## src/rtl/alarm_bank.sv

```systemverilog
// alarm_bank: multi-slot hh:mm:ss alarm unit with a single ringer FSM (timeout, stop, snooze).
// Define ALARM_BANK_SNOOZE_EN to build the SNOOZE state; otherwise snooze is ignored.
module alarm_bank #(
   parameter int NUM_ALARMS     = 4,
   parameter int RING_SECONDS   = 60,
   parameter int SNOOZE_MINUTES = 5,
   parameter int SW             = (NUM_ALARMS > 1) ? $clog2(NUM_ALARMS) : 1
) (
   input  logic                  clk,
   input  logic                  reset,
   input  logic                  tick_1hz,
   input  logic [5:0]            sec_in,
   input  logic [5:0]            min_in,
   input  logic [4:0]            hour_in,
   input  logic [SW-1:0]         slot_sel,
   input  logic [1:0]            field_sel,
   input  logic                  increment,
   input  logic                  decrement,
   input  logic                  toggle_en,
   input  logic                  stop,
   input  logic                  snooze,
   output logic [5:0]            sec_out,
   output logic [5:0]            min_out,
   output logic [4:0]            hour_out,
   output logic [NUM_ALARMS-1:0] en_mask,
   output logic                  ringing,
   output logic [SW-1:0]         ring_id,
   output logic                  snoozing
);
   localparam int RW = (RING_SECONDS > 1) ? $clog2(RING_SECONDS) : 1;
`ifdef ALARM_BANK_SNOOZE_EN
   localparam int ST  = SNOOZE_MINUTES * 60;
   localparam int SNW = (ST > 1) ? $clog2(ST) : 1;
   localparam int CW  = (RW > SNW) ? RW : SNW;
`else
   localparam int CW = RW;
   localparam int unused_snooze_minutes = SNOOZE_MINUTES;
   logic unused_snooze;
   assign unused_snooze = snooze;
`endif

   typedef enum logic [1:0] {IDLE, RINGING, SNOOZE} state_t;

   logic [5:0]            sec_q  [NUM_ALARMS];
   logic [5:0]            sec_d  [NUM_ALARMS];
   logic [5:0]            min_q  [NUM_ALARMS];
   logic [5:0]            min_d  [NUM_ALARMS];
   logic [4:0]            hour_q [NUM_ALARMS];
   logic [4:0]            hour_d [NUM_ALARMS];
   logic [NUM_ALARMS-1:0] en_q, en_d;
   state_t                state_q, state_d;
   logic [CW-1:0]         cnt_q, cnt_d;
   logic [SW-1:0]         id_q, id_d, win;
   logic                  hit, step_en;

   function automatic logic [5:0] wrap60(input logic [5:0] v, input logic up);
      return up ? ((v == 6'd59) ? 6'd0 : v + 6'd1) : ((v == 6'd0) ? 6'd59 : v - 6'd1);
   endfunction

   function automatic logic [4:0] wrap24(input logic [4:0] v, input logic up);
      return up ? ((v == 5'd23) ? 5'd0 : v + 5'd1) : ((v == 5'd0) ? 5'd23 : v - 5'd1);
   endfunction

   assign step_en = increment ^ decrement;

   // Out-of-range slot_sel never equals a loop index, so it reads 0 and edits nothing.
   always_comb begin
      sec_d    = sec_q;
      min_d    = min_q;
      hour_d   = hour_q;
      en_d     = en_q;
      sec_out  = '0;
      min_out  = '0;
      hour_out = '0;
      for (int i = 0; i < NUM_ALARMS; i++) begin
         if (int'(slot_sel) == i) begin
            sec_out  = sec_q[i];
            min_out  = min_q[i];
            hour_out = hour_q[i];
            if (step_en && field_sel == 2'd0) sec_d[i] = wrap60(sec_q[i], increment);
            if (step_en && field_sel == 2'd1) min_d[i] = wrap60(min_q[i], increment);
            if (step_en && field_sel == 2'd2) hour_d[i] = wrap24(hour_q[i], increment);
            if (toggle_en) en_d[i] = ~en_q[i];
         end
      end
   end

   // Scan downward so the lowest matching index is left in win.
   always_comb begin
      hit = 1'b0;
      win = '0;
      for (int i = NUM_ALARMS - 1; i >= 0; i--) begin
         if (en_q[i] && sec_q[i] == sec_in && min_q[i] == min_in && hour_q[i] == hour_in) begin
            hit = 1'b1;
            win = SW'(i);
         end
      end
   end

   always_comb begin
      state_d = state_q;
      cnt_d   = cnt_q;
      id_d    = id_q;
      case (state_q)
         IDLE: begin
            if (tick_1hz && hit) begin
               state_d = RINGING;
               cnt_d   = '0;
               id_d    = win;
            end
         end
         RINGING: begin
            if (stop) state_d = IDLE;
`ifdef ALARM_BANK_SNOOZE_EN
            else if (snooze) begin
               state_d = SNOOZE;
               cnt_d   = '0;
            end
`endif
            else if (tick_1hz) begin
               if (cnt_q == CW'(RING_SECONDS - 1)) state_d = IDLE;
               else cnt_d = cnt_q + 1'b1;
            end
         end
`ifdef ALARM_BANK_SNOOZE_EN
         SNOOZE: begin
            if (stop) state_d = IDLE;
            else if (tick_1hz) begin
               if (cnt_q == CW'(ST - 1)) begin
                  state_d = RINGING;
                  cnt_d   = '0;
               end else cnt_d = cnt_q + 1'b1;
            end
         end
`endif
         default: state_d = IDLE;
      endcase
   end

   always_ff @(posedge clk or posedge reset) begin
      if (reset) begin
         sec_q   <= '{default: '0};
         min_q   <= '{default: '0};
         hour_q  <= '{default: '0};
         en_q    <= '0;
         state_q <= IDLE;
         cnt_q   <= '0;
         id_q    <= '0;
      end else begin
         sec_q   <= sec_d;
         min_q   <= min_d;
         hour_q  <= hour_d;
         en_q    <= en_d;
         state_q <= state_d;
         cnt_q   <= cnt_d;
         id_q    <= id_d;
      end
   end

   assign en_mask = en_q;
   assign ringing = state_q == RINGING;
   assign ring_id = id_q;
`ifdef ALARM_BANK_SNOOZE_EN
   assign snoozing = state_q == SNOOZE;
`else
   assign snoozing = 1'b0;
`endif
endmodule

```

## config.mk

```make
export PLATFORM = sky130hd
export DESIGN_NAME = alarm_bank
export DESIGN_NICKNAME = d
export VERILOG_FILES = /design/src/rtl/alarm_bank.sv
export SDC_FILE = /design/constraint.sdc
export NUM_CORES = 1
export LEC_CHECK = 0
export CAP_MARGIN = 25
export CELL_PAD_IN_SITES_DETAIL_PLACEMENT = 1
export CELL_PAD_IN_SITES_GLOBAL_PLACEMENT = 1
export CORE_MARGIN = 5
export CORE_UTILIZATION = 40
export CTS_CLUSTER_SIZE = 25
export DETAILED_ROUTE_END_ITERATION = 6
export GPL_TIMING_DRIVEN = 0
export PLACE_DENSITY_LB_ADDON = 0.1
export SLEW_MARGIN = 10
export SYNTH_ARGS = -nofsm -noshare
export SYNTH_HDL_FRONTEND = slang
export SYNTH_SLANG_ARGS = --single-unit
```

## constraint.sdc

```tcl
create_clock -name clk -period 2.6 [get_ports clk]
set_input_delay 0.26 -clock clk [delete_from_list [all_inputs] [get_ports clk]]
set_output_delay 0.26 -clock clk [all_outputs]
set_load 0.03 [all_outputs]
```

=== After elaboration in Yosys (flattened, before gate mapping) ===
Cells that the tools add are included.
W data, S select, Z words.

* Reduce and logical (&&, ||, !) cells: 51
* Mux-type cells: 66
* Eq/ne operators: 37
* Add/subtract/negate cells: 25
* Bitwise operators: 5

{| class="wikitable"
|+ Operators by type and width
! operator !! count
|-
| $mux W6 || 36
|-
| $mux W5 || 16
|-
| $add A6 B1 Y6 const B || 9
|-
| $eq A6 B6 Y1 const B || 9
|-
| $eq A6 B6 Y1 || 8
|-
| $logic_not A6 Y1 || 8
|-
| $sub A6 B1 Y6 const B || 8
|-
| $reduce_and A2 Y1 || 17
|-
| $add A5 B1 Y5 const B || 4
|-
| $eq A5 B5 Y1 || 4
|-
| $eq A5 B5 Y1 const B || 4
|-
| $logic_not A5 Y1 || 4
|-
| $sub A5 B1 Y5 const B || 4
|-
| $logic_and A1 B1 Y1 || 16
|-
| $mux W2 || 8
|-
| $pmux W6 S2 || 1
|-
| $ne A2 B2 Y1 const B || 4
|-
| $eq A2 B1 Y1 const B || 3
|-
| $eq A2 B2 Y1 const B || 3
|-
| $logic_not A2 Y1 || 3
|-
| $reduce_and A5 Y1 || 1
|-
| $mux W1 || 4
|-
| $not A1 Y1 || 4
|-
| $pmux W2 S2 || 1
|-
| 5 further kinds || 5
|}

* Output and inout bits: 25
* Flip-flop bits (word level): 82
* Word-level logic and storage cells: 203

=== Depth between registers and ports, before layout ===
Gate-level depths: netlist of the first run.

* Depth in word-level cells: 11
* Depth in mapped cells: 9

=== Worst setup path before layout of the first run ===
Ideal clock, no wire load.

* Kind: register to register
* From: register hour_q[16] (netlist name)
* To: register hour_q[18] (netlist name)
* Required time: 2478 ps
* Period minus slack after synthesis: 1761 ps
* Arrival: 1639 ps
* Slack: 839 ps
* Cell stages (with the launch flop): 8
* Cells stage by stage: dfrtp_1 -> clkbuf_1 -> inv_1 -> ha_1 -> nor4b_1 -> inv_1 -> a31o_2 -> a32o_1

* Longest elaborated chain between the ends: 3

{| class="wikitable"
|+ Ends and longest elaborated chain
! what !! RTL line !! source
|-
| from (decl) || 48 || <nowiki>logic [4:0] hour_q [NUM_ALARMS];</nowiki>
|-
| from (signal assigned) || 152 || <nowiki>hour_q <= hour_d;</nowiki>
|-
| $sub A5 B1 Y5 (tied with other cells) || 61 || <nowiki>return up ? ((v == 5'd23) ? 5'd0 : v + 5'd1) : ((v == 5'd0) ? 5'd23 : v - 5'd1);</nowiki>
|-
| $mux W5 || 61 ||
|-
| $mux W5 (*) || 61 ||
|}

Every way passes the cells marked *; elsewhere a longest branch is shown, timed or not.
A chain may end at the register's enable or synchronous reset.

=== Worst setup path in the final report of the first run ===
* From: input port slot_sel[0]
* To: output port sec_out[5]

* Longest elaborated chain between the ends: 5

{| class="wikitable"
|+ Ends and longest elaborated chain
! what !! RTL line !! source
|-
| from (decl) || 15 || <nowiki>input logic [SW-1:0] slot_sel,</nowiki>
|-
| $logic_not A2 Y1 || 76 || <nowiki>if (int'(slot_sel) == i) begin</nowiki>
|-
| $mux W6 (3 in a row) || 76 ||
|-
| $mux W6 (*) || 76 ||
|-
| to (decl) || 22 || <nowiki>output logic [5:0] sec_out,</nowiki>
|}

Marked as above.

==> flow_metrics.py, run 1 <==
metrics = {
    "power": {
        "power.density_cell_area_nw_per_um2": 1100,
        "worst_ir_drop_vdd_uv": 398,
        "power_switching_w": 0.00458,
        "internal-power_w": 0.00472,
        "power.share.clock_pct": 15.9,
        "combinational_power_share_pct": 59.9,
        "report.power.total_w": 0.00930,
        "power.switching_fraction_pct": 49.2,
        "leakagePower_nw": 3.38,
        "power.share.sequential_pct": 24.3,
    },
    "timing": {
        "slew_viol_final": 0,
        "rsz0062_at_grt": "no",
        "timing.final.hold_violations": 0,
        "slew-limit-headroom_pct": 35.5,
        "final.setup_skew_ns": 0.00869,
        "timing.final.crit_share_pct": 97.6,
        "min_period_ns": 2.54,
        "setup_violations": 0,
        "worst_slew_pin_slew_ns": 0.968,
        "max_freq_mhz": 394,
    },
    "placement": {
        "dpl_cell_area_um2": 8090,
        "gp_congestion": 0.895,
        "dp_cells": 1200,
        "dp_hpwl_um": 20000,
        "port_buffers": 38,
    },
    "critical_path": {
        "cp_max_fo": 10,
        "worstSetupStartpointType": "input port",
        "crit_type": "input port to primary output",
        "timing.critical_path.required_ns": 2.34,
        "worst_ep_arrival_time_ns": 2.28,
        "timing.critical_path.to_type": "primary output",
    },
    "synthesis": {
        "synth.cell_area_um2": 7390,
        "postSynthCellCount": 932,
        "post_synth_edffs": 0,
        "synth_area_per_cell_um2": 7.93,
        "synth_seq_area_share_pct": 27.4,
        "postSynth.asyncResetShare_pct": 100,
        "synth.net_count": 994,
        "netlist-cell-type-count": 67,
        "synth_warnings": 0,
        "postSynth.topFlopCell": "sky130_fd_sc_hd__dfrtp_1",
        "yosys_register_bits": 81,
    },
    "final_layout": {
        "finished_core_util_pct": 46.7,
        "insertedDiodeCount": 0,
        "area_delta_synth_final_pct": 14.3,
        "fillCellCount": 2238,
        "layout.cell_area.non_filler_um2": 8450,
        "fin_cells": 1216,
        "layout_cell_share_with_drive_strength_beyond_1_pct": 6.38,
        "final_nets": 1044,
    },
    "grt": {
        "global_route.usage.total_pct": 25.8,
        "grt_antenna_before_repair": 0,
        "grt_start_max_net_pins": 51,
        "globalRoute.totalOverflow": 0,
        "vias_in_the_first_global_route": 7452,
        "wire_length_of_the_first_global_routing_pass_um": 43300,
    },
    "routing": {
        "detail_route.iter0.violations": 696,
        "routed_via_density": 6.07,
        "routedWlPerCell_um": 22.7,
        "vias": 7379,
        "drt_pre_antenna_iters": 5,
        "drtAntennaViolNets": 0,
        "totalWireLength_um": 27500,
        "drt_drc_violations_left": 0,
    },
    "floorplan": {
        "initial_core_utilization_pct": 40.9,
        "number_of_rows_created_at_floorplan": 49,
        "placeableCoreArea_um2": 18100,
        "die_h_um": 146,
        "boundaryPins": 54,
        "dieWidth_um": 146,
        "fp.dieArea_um2": 21300,
    },
    "clocking": {
        "ctsHoldBuffers": 0,
        "cts_htree_levels": 3,
        "cts.root.buffer_cell": "sky130_fd_sc_hd__clkbuf_16",
        "cts_tree": "done",
        "numCtsBuffers": 9,
        "cts_post_setup_buffers_inserted": 0,
        "ctsLongestPathBuffers": 2,
        "clk_transition_reported_paths_ns": 0.07,
        "clock_latency_ns": 0.36,
        "cts.sinks": 81,
    },
    "outcome": {
        "outcome": "complete, no violations",
    },
    "run": {
        "timing.max_cap.violations": 0,
    },
    "min_path": {
        "timing.hold.worst.class": "input port to async pin",
    },
}
[per-stage QoR]
stage          setup slack [ns]  hold WS, ns  TNS, ns
3_3_place_gp              -1.52        0.499  -132.05
3_5_place_dp             -0.791        0.501   -10.37
4_1_cts                 0.00767        0.301        0
5_1_grt                  0.0255        0.344        0
2_1_floorplan             0.260        0.435        0
6_report                 0.0619        0.284        0
[path summary, 6_finish.rpt]
check	start	end	slack (ns)	depth (start not counted)
max	slot_sel[0]	sec_out[5]	0.06	4
min	reset	cnt_q[5]	0.28	2
max reg2reg	sec_q[13]	cnt_q[0]	0.20	7
min reg2reg	ring_id[1]	ring_id[1]	0.51	1
max in group asynchronous	reset	min_q[2]	1.66	3
min in group clk	ring_id[1]	ring_id[1]	0.51	1
[power by group through the flow]
stage / combinational (W) / sequential [W] / clock [W]
finish: 0.00557 / 0.00226 / 0.00148
floorplan: 0.00397 / 0.00215 / 0
global placement: 0.00547 / 0.00226 / 0
detailed placement: 0.00554 / 0.00227 / 0
CTS: 0.00553 / 0.00225 / 0.00150
global route: 0.00609 / 0.00232 / 0.00156
[cell families after synthesis]
logic type | count (synthesis) | share of synthesized area [%]
and+or+nand+nor | 333 | 22.5
AOI/OAI and AO/OA | 227 | 18.7
buffers and inverters | 128 | 6.81
xor gates and xnor gates | 105 | 12.7
DFF | 81 | 27.4
adders and majority gates | 33 | 5.59
muxes | 24 | 6.16
other | 1 | 0.0507
[registers in the layout (all words and copies together), names as in the netlist]
name and cells:
min_q 24, sec_q 24, hour_q 20, cnt_q 6, en_mask 4, ring_id 2
state_q 1
[Yosys cell counts (all sizes together) (17+ instances only)]
cell type | number | share of area [%]
o21ai | 92 | 6.2
nor2 | 88 | 4.5
nand2 | 82 | 4.2
dfrtp | 81 | 27
clkbuf | 73 | 3.7
xnor2 | 67 | 8.2
a21oi | 53 | 3.6
xor2 | 38 | 4.5
nand3 | 35 | 2.4
ha | 33 | 5.6
inv | 31 | 1.6
nand4 | 30 | 2.5
nor3 | 25 | 1.8
buf | 24 | 1.5
a31oi | 17 | 1.4
mux4 | 17 | 5.2
[placed cells by master, fill, tap and decap left out, types with 33 or more instances in the layout]
cell type / count
sky130_fd_sc_hd__o21ai_0: 91
sky130_fd_sc_hd__nor2_1: 88
sky130_fd_sc_hd__nand2_1: 82
sky130_fd_sc_hd__dfrtp_1: 81
sky130_fd_sc_hd__clkbuf_1: 72
sky130_fd_sc_hd__xnor2_1: 66
sky130_fd_sc_hd__a21oi_1: 53
sky130_fd_sc_hd__xor2_1: 38
sky130_fd_sc_hd__nand3_1: 35
sky130_fd_sc_hd__ha_1: 33
[cell type report]
type / instances / area [um^2] / area share (%)
buffer: 97 / 412 / 4.87
inverter: 31 / 119 / 1.41
tap: 229 / 287 / 3.39
multi-input combinational: 723 / 4870 / 57.7
timing repair buffer: 39 / 404 / 4.78
clock buffer: 9 / 225 / 2.67
clock inverter: 7 / 101 / 1.20
sequential: 81 / 2030 / 24.0
[critical path, cell delays in order]
cell	delay (ns)
sky130_fd_sc_hd__clkdlybuf4s50_1	0.51
sky130_fd_sc_hd__buf_2	0.28
sky130_fd_sc_hd__mux4_2	0.59
sky130_fd_sc_hd__clkdlybuf4s50_1	0.63
[what timing repair did]
action                                  CTS  global route
endpoints found under the setup margin   17            12
gates resized for setup                  18             7
cloned                                    0             0
[per-layer routing]
metal	track usage, %	up-vias	share of wire, %
met5	0	-	0
met1	35.3	3725	45
li1	-	3394	-
met3	4.05	45	5.4
met4	8.02	0	2.6
met2	42.2	215	47
(Power assumes the default switching activity.)
==> inputs of run 2 (changes only) <==
--- a/config.mk
+++ b/config.mk
@@ -18,3 +18,4 @@
 export SYNTH_ARGS = -nofsm -noshare
 export SYNTH_HDL_FRONTEND = slang
 export SYNTH_SLANG_ARGS = --single-unit
+export TNS_END_PERCENT = 50
==> run 2 against run 1 <==
  * Register-to-register slack is essentially flat
  * Via count down 0.16%
  * Power about the same
  * Design area barely moved
  * Clock skew increased by 0.0015 ns
  * First-iteration DRC count unchanged
  * Wire length is 0.12% lower
  * Critical path depth grew 1
  * Non-clock buffer count stayed put
  * Clock power is essentially flat
  * Critical path type unchanged
==> flow_metrics.py, run 2 (synthesis gave the netlist of run 1 again) <==
metrics = {
    "outcome": {
        "outcome": "complete, no violations",
    },
    "routing": {
        "drt_drc_violations_left": 0,
        "vias": 7367,
        "routedWlPerCell_um": 22.6,
        "drtAntennaViolNets": 0,
        "detail_route.iter0.violations": 696,
        "totalWireLength_um": 27500,
        "routed_via_density": 6.06,
        "drt_pre_antenna_iters": 5,
    },
    "critical_path": {
        "cp_slowest_cell": "sky130_fd_sc_hd__clkdlybuf4s50_1",
        "critical-path-max-stage-delay_ns": 0.61,
        "worstSetupStartpointType": "input port",
        "worst_ep_arrival_time_ns": 2.30,
        "worst_r2r_path_depth": 7,
        "critPathTopFamily": "buffers and inverters",
        "r2r_end": "cnt_q[0]",
        "timing.critical_path.mode_cell": "sky130_fd_sc_hd__clkdlybuf4s50_1",
        "timing.critical_path.required_ns": 2.34,
        "cp_max_fo": 10,
        "regToRegStartpoint": "sec_q[13]",
        "timing.critical_path.cells": "clkdlybuf4s50_1, buf_2, clkbuf_4, mux4_2, clkdlybuf4s50_1",
        "worst-r2r-setup-slack_ns": 0.19,
        "crit_type": "input port to primary output",
        "timing.critical_path.to_type": "primary output",
        "path_buf_inv": 4,
    },
    "timing": {
        "max_freq_mhz": 391,
        "final.setup.tns_ns": 0,
        "timing.final.hold_violations": 0,
        "setup_violations": 0,
        "worst_slew_pin_slew_ns": 0.969,
        "slew_viol_final": 0,
        "final.setup.worst_slack_ns": 0.0426,
        "min_period_ns": 2.56,
        "slew-limit-headroom_pct": 35.4,
        "rsz0062_at_grt": "yes",
        "timing.final.crit_share_pct": 98.4,
        "final.setup_skew_ns": 0.0102,
    },
    "final_layout": {
        "layout.cells.most_common_list": "sky130_fd_sc_hd__o21ai_0, sky130_fd_sc_hd__nor2_1, sky130_fd_sc_hd__nand2_1",
        "final_nets": 1044,
        "layout_cell_share_with_drive_strength_beyond_1_pct": 6.38,
        "fillCellCount": 2238,
        "seq_area_um2": 2030,
        "layout.cells.most_common": "sky130_fd_sc_hd__o21ai_0",
        "area_of_the_multi_input_gates_um2": 4870,
        "layout.cell_area.non_filler_um2": 8440,
        "area_delta_synth_final_pct": 14.3,
        "finished_core_util_pct": 46.7,
        "insertedDiodeCount": 0,
        "biggestRegsByFlops": "min_q (24), sec_q (24), hour_q (20)",
    },
    "clocking": {
        "clock_latency_ns": 0.36,
        "clk_transition_reported_paths_ns": 0.07,
        "numCtsBuffers": 9,
        "cts_htree_levels": 3,
        "cts.root.buffer_cell": "sky130_fd_sc_hd__clkbuf_16",
        "cts.sinks": 81,
        "cts_tree": "done",
        "ctsLongestPathBuffers": 2,
    },
    "placement": {
        "place_ws_ns": -0.791,
        "gp_congestion": 0.895,
        "port_buffers": 38,
        "dp_hpwl_um": 20000,
        "dpl_cell_area_um2": 8090,
    },
    "min_path": {
        "timing.hold.worst.class": "input port to async pin",
    },
    "power": {
        "leakagePower_nw": 3.36,
        "worst_ir_drop_vdd_uv": 398,
        "power.density_cell_area_nw_per_um2": 1100,
        "report.power.total_w": 0.00930,
    },
    "grt": {
        "globalRoute.totalOverflow": 0,
        "wire_length_of_the_first_global_routing_pass_um": 43300,
        "vias_in_the_first_global_route": 7452,
        "grt_start_max_net_pins": 51,
        "global_route.usage.total_pct": 25.8,
        "grt_antenna_before_repair": 0,
    },
    "floorplan": {
        "number_of_rows_created_at_floorplan": 49,
        "fp.dieArea_um2": 21300,
        "placeableCoreArea_um2": 18100,
        "die_h_um": 146,
        "boundaryPins": 54,
        "dieWidth_um": 146,
        "initial_core_utilization_pct": 40.9,
    },
    "run": {
        "timing.max_cap.violations": 0,
    },
}
## run 2: cell types whose count changed in the layout (fill, tap and decap cells not counted)
cell | previous run | this run
sky130_fd_sc_hd__dlymetal6s2s_1 | 4 | 3
sky130_fd_sc_hd__clkdlybuf4s50_1 | 23 | 24
## run 2: per-layer routing
layer	GRT usage (%)	wire [um]	part of all wire [%]
met2	42.2	12900	47
met3	4.05	1530	5.6
met1	35.3	12400	45
met4	8.02	727	2.6
met5	0	0	0
## run 2: timing repair
item                                    4_1_cts  5_1_grt
endpoints found under the setup margin       17       12
hold buffers                                  0        0
gates resized for setup                      18        6
buffers inserted                              0        0
## run 2: how the worst max path moves through the flow
stage                start     endpoint  slack, ns  depth (start not counted)
6_report       slot_sel[0]   sec_out[2]       0.04                          5
2_1_floorplan        reset     cnt_q[0]       0.26                          1
5_1_grt        slot_sel[0]   sec_out[2]      -0.01                          5
4_1_cts        slot_sel[0]   sec_out[4]      0.008                          5
3_5_place_dp   slot_sel[1]  hour_out[1]      -0.79                          6
3_3_place_gp         reset     min_q[9]      -1.52                          2
## run 2: stage by stage
stage | hold WS, ns | instances
after floorplan | 0.435 | 932
after global placement | 0.499 | 1199
after detailed placement | 0.501 | 1200
after CTS | 0.301 | 1216
after global routing | 0.344 | 1216
final | 0.286 | 1216
## run 2: area by class of cell
cell class / count / area share [%]
multi-input cells: 723 / 57.7
flip-flops and latches: 81 / 24.0
plain buffers: 97 / 4.87
repair buffers: 39 / 4.76
well taps: 229 / 3.39
clock buffers: 9 / 2.67
inverters: 31 / 1.41
clock inverters: 7 / 1.20
## run 2: report_power, final
group          switching [W]  internal (W)
Combinational        0.00345       0.00212
Clock               0.000626      0.000852
Sequential          0.000499       0.00176
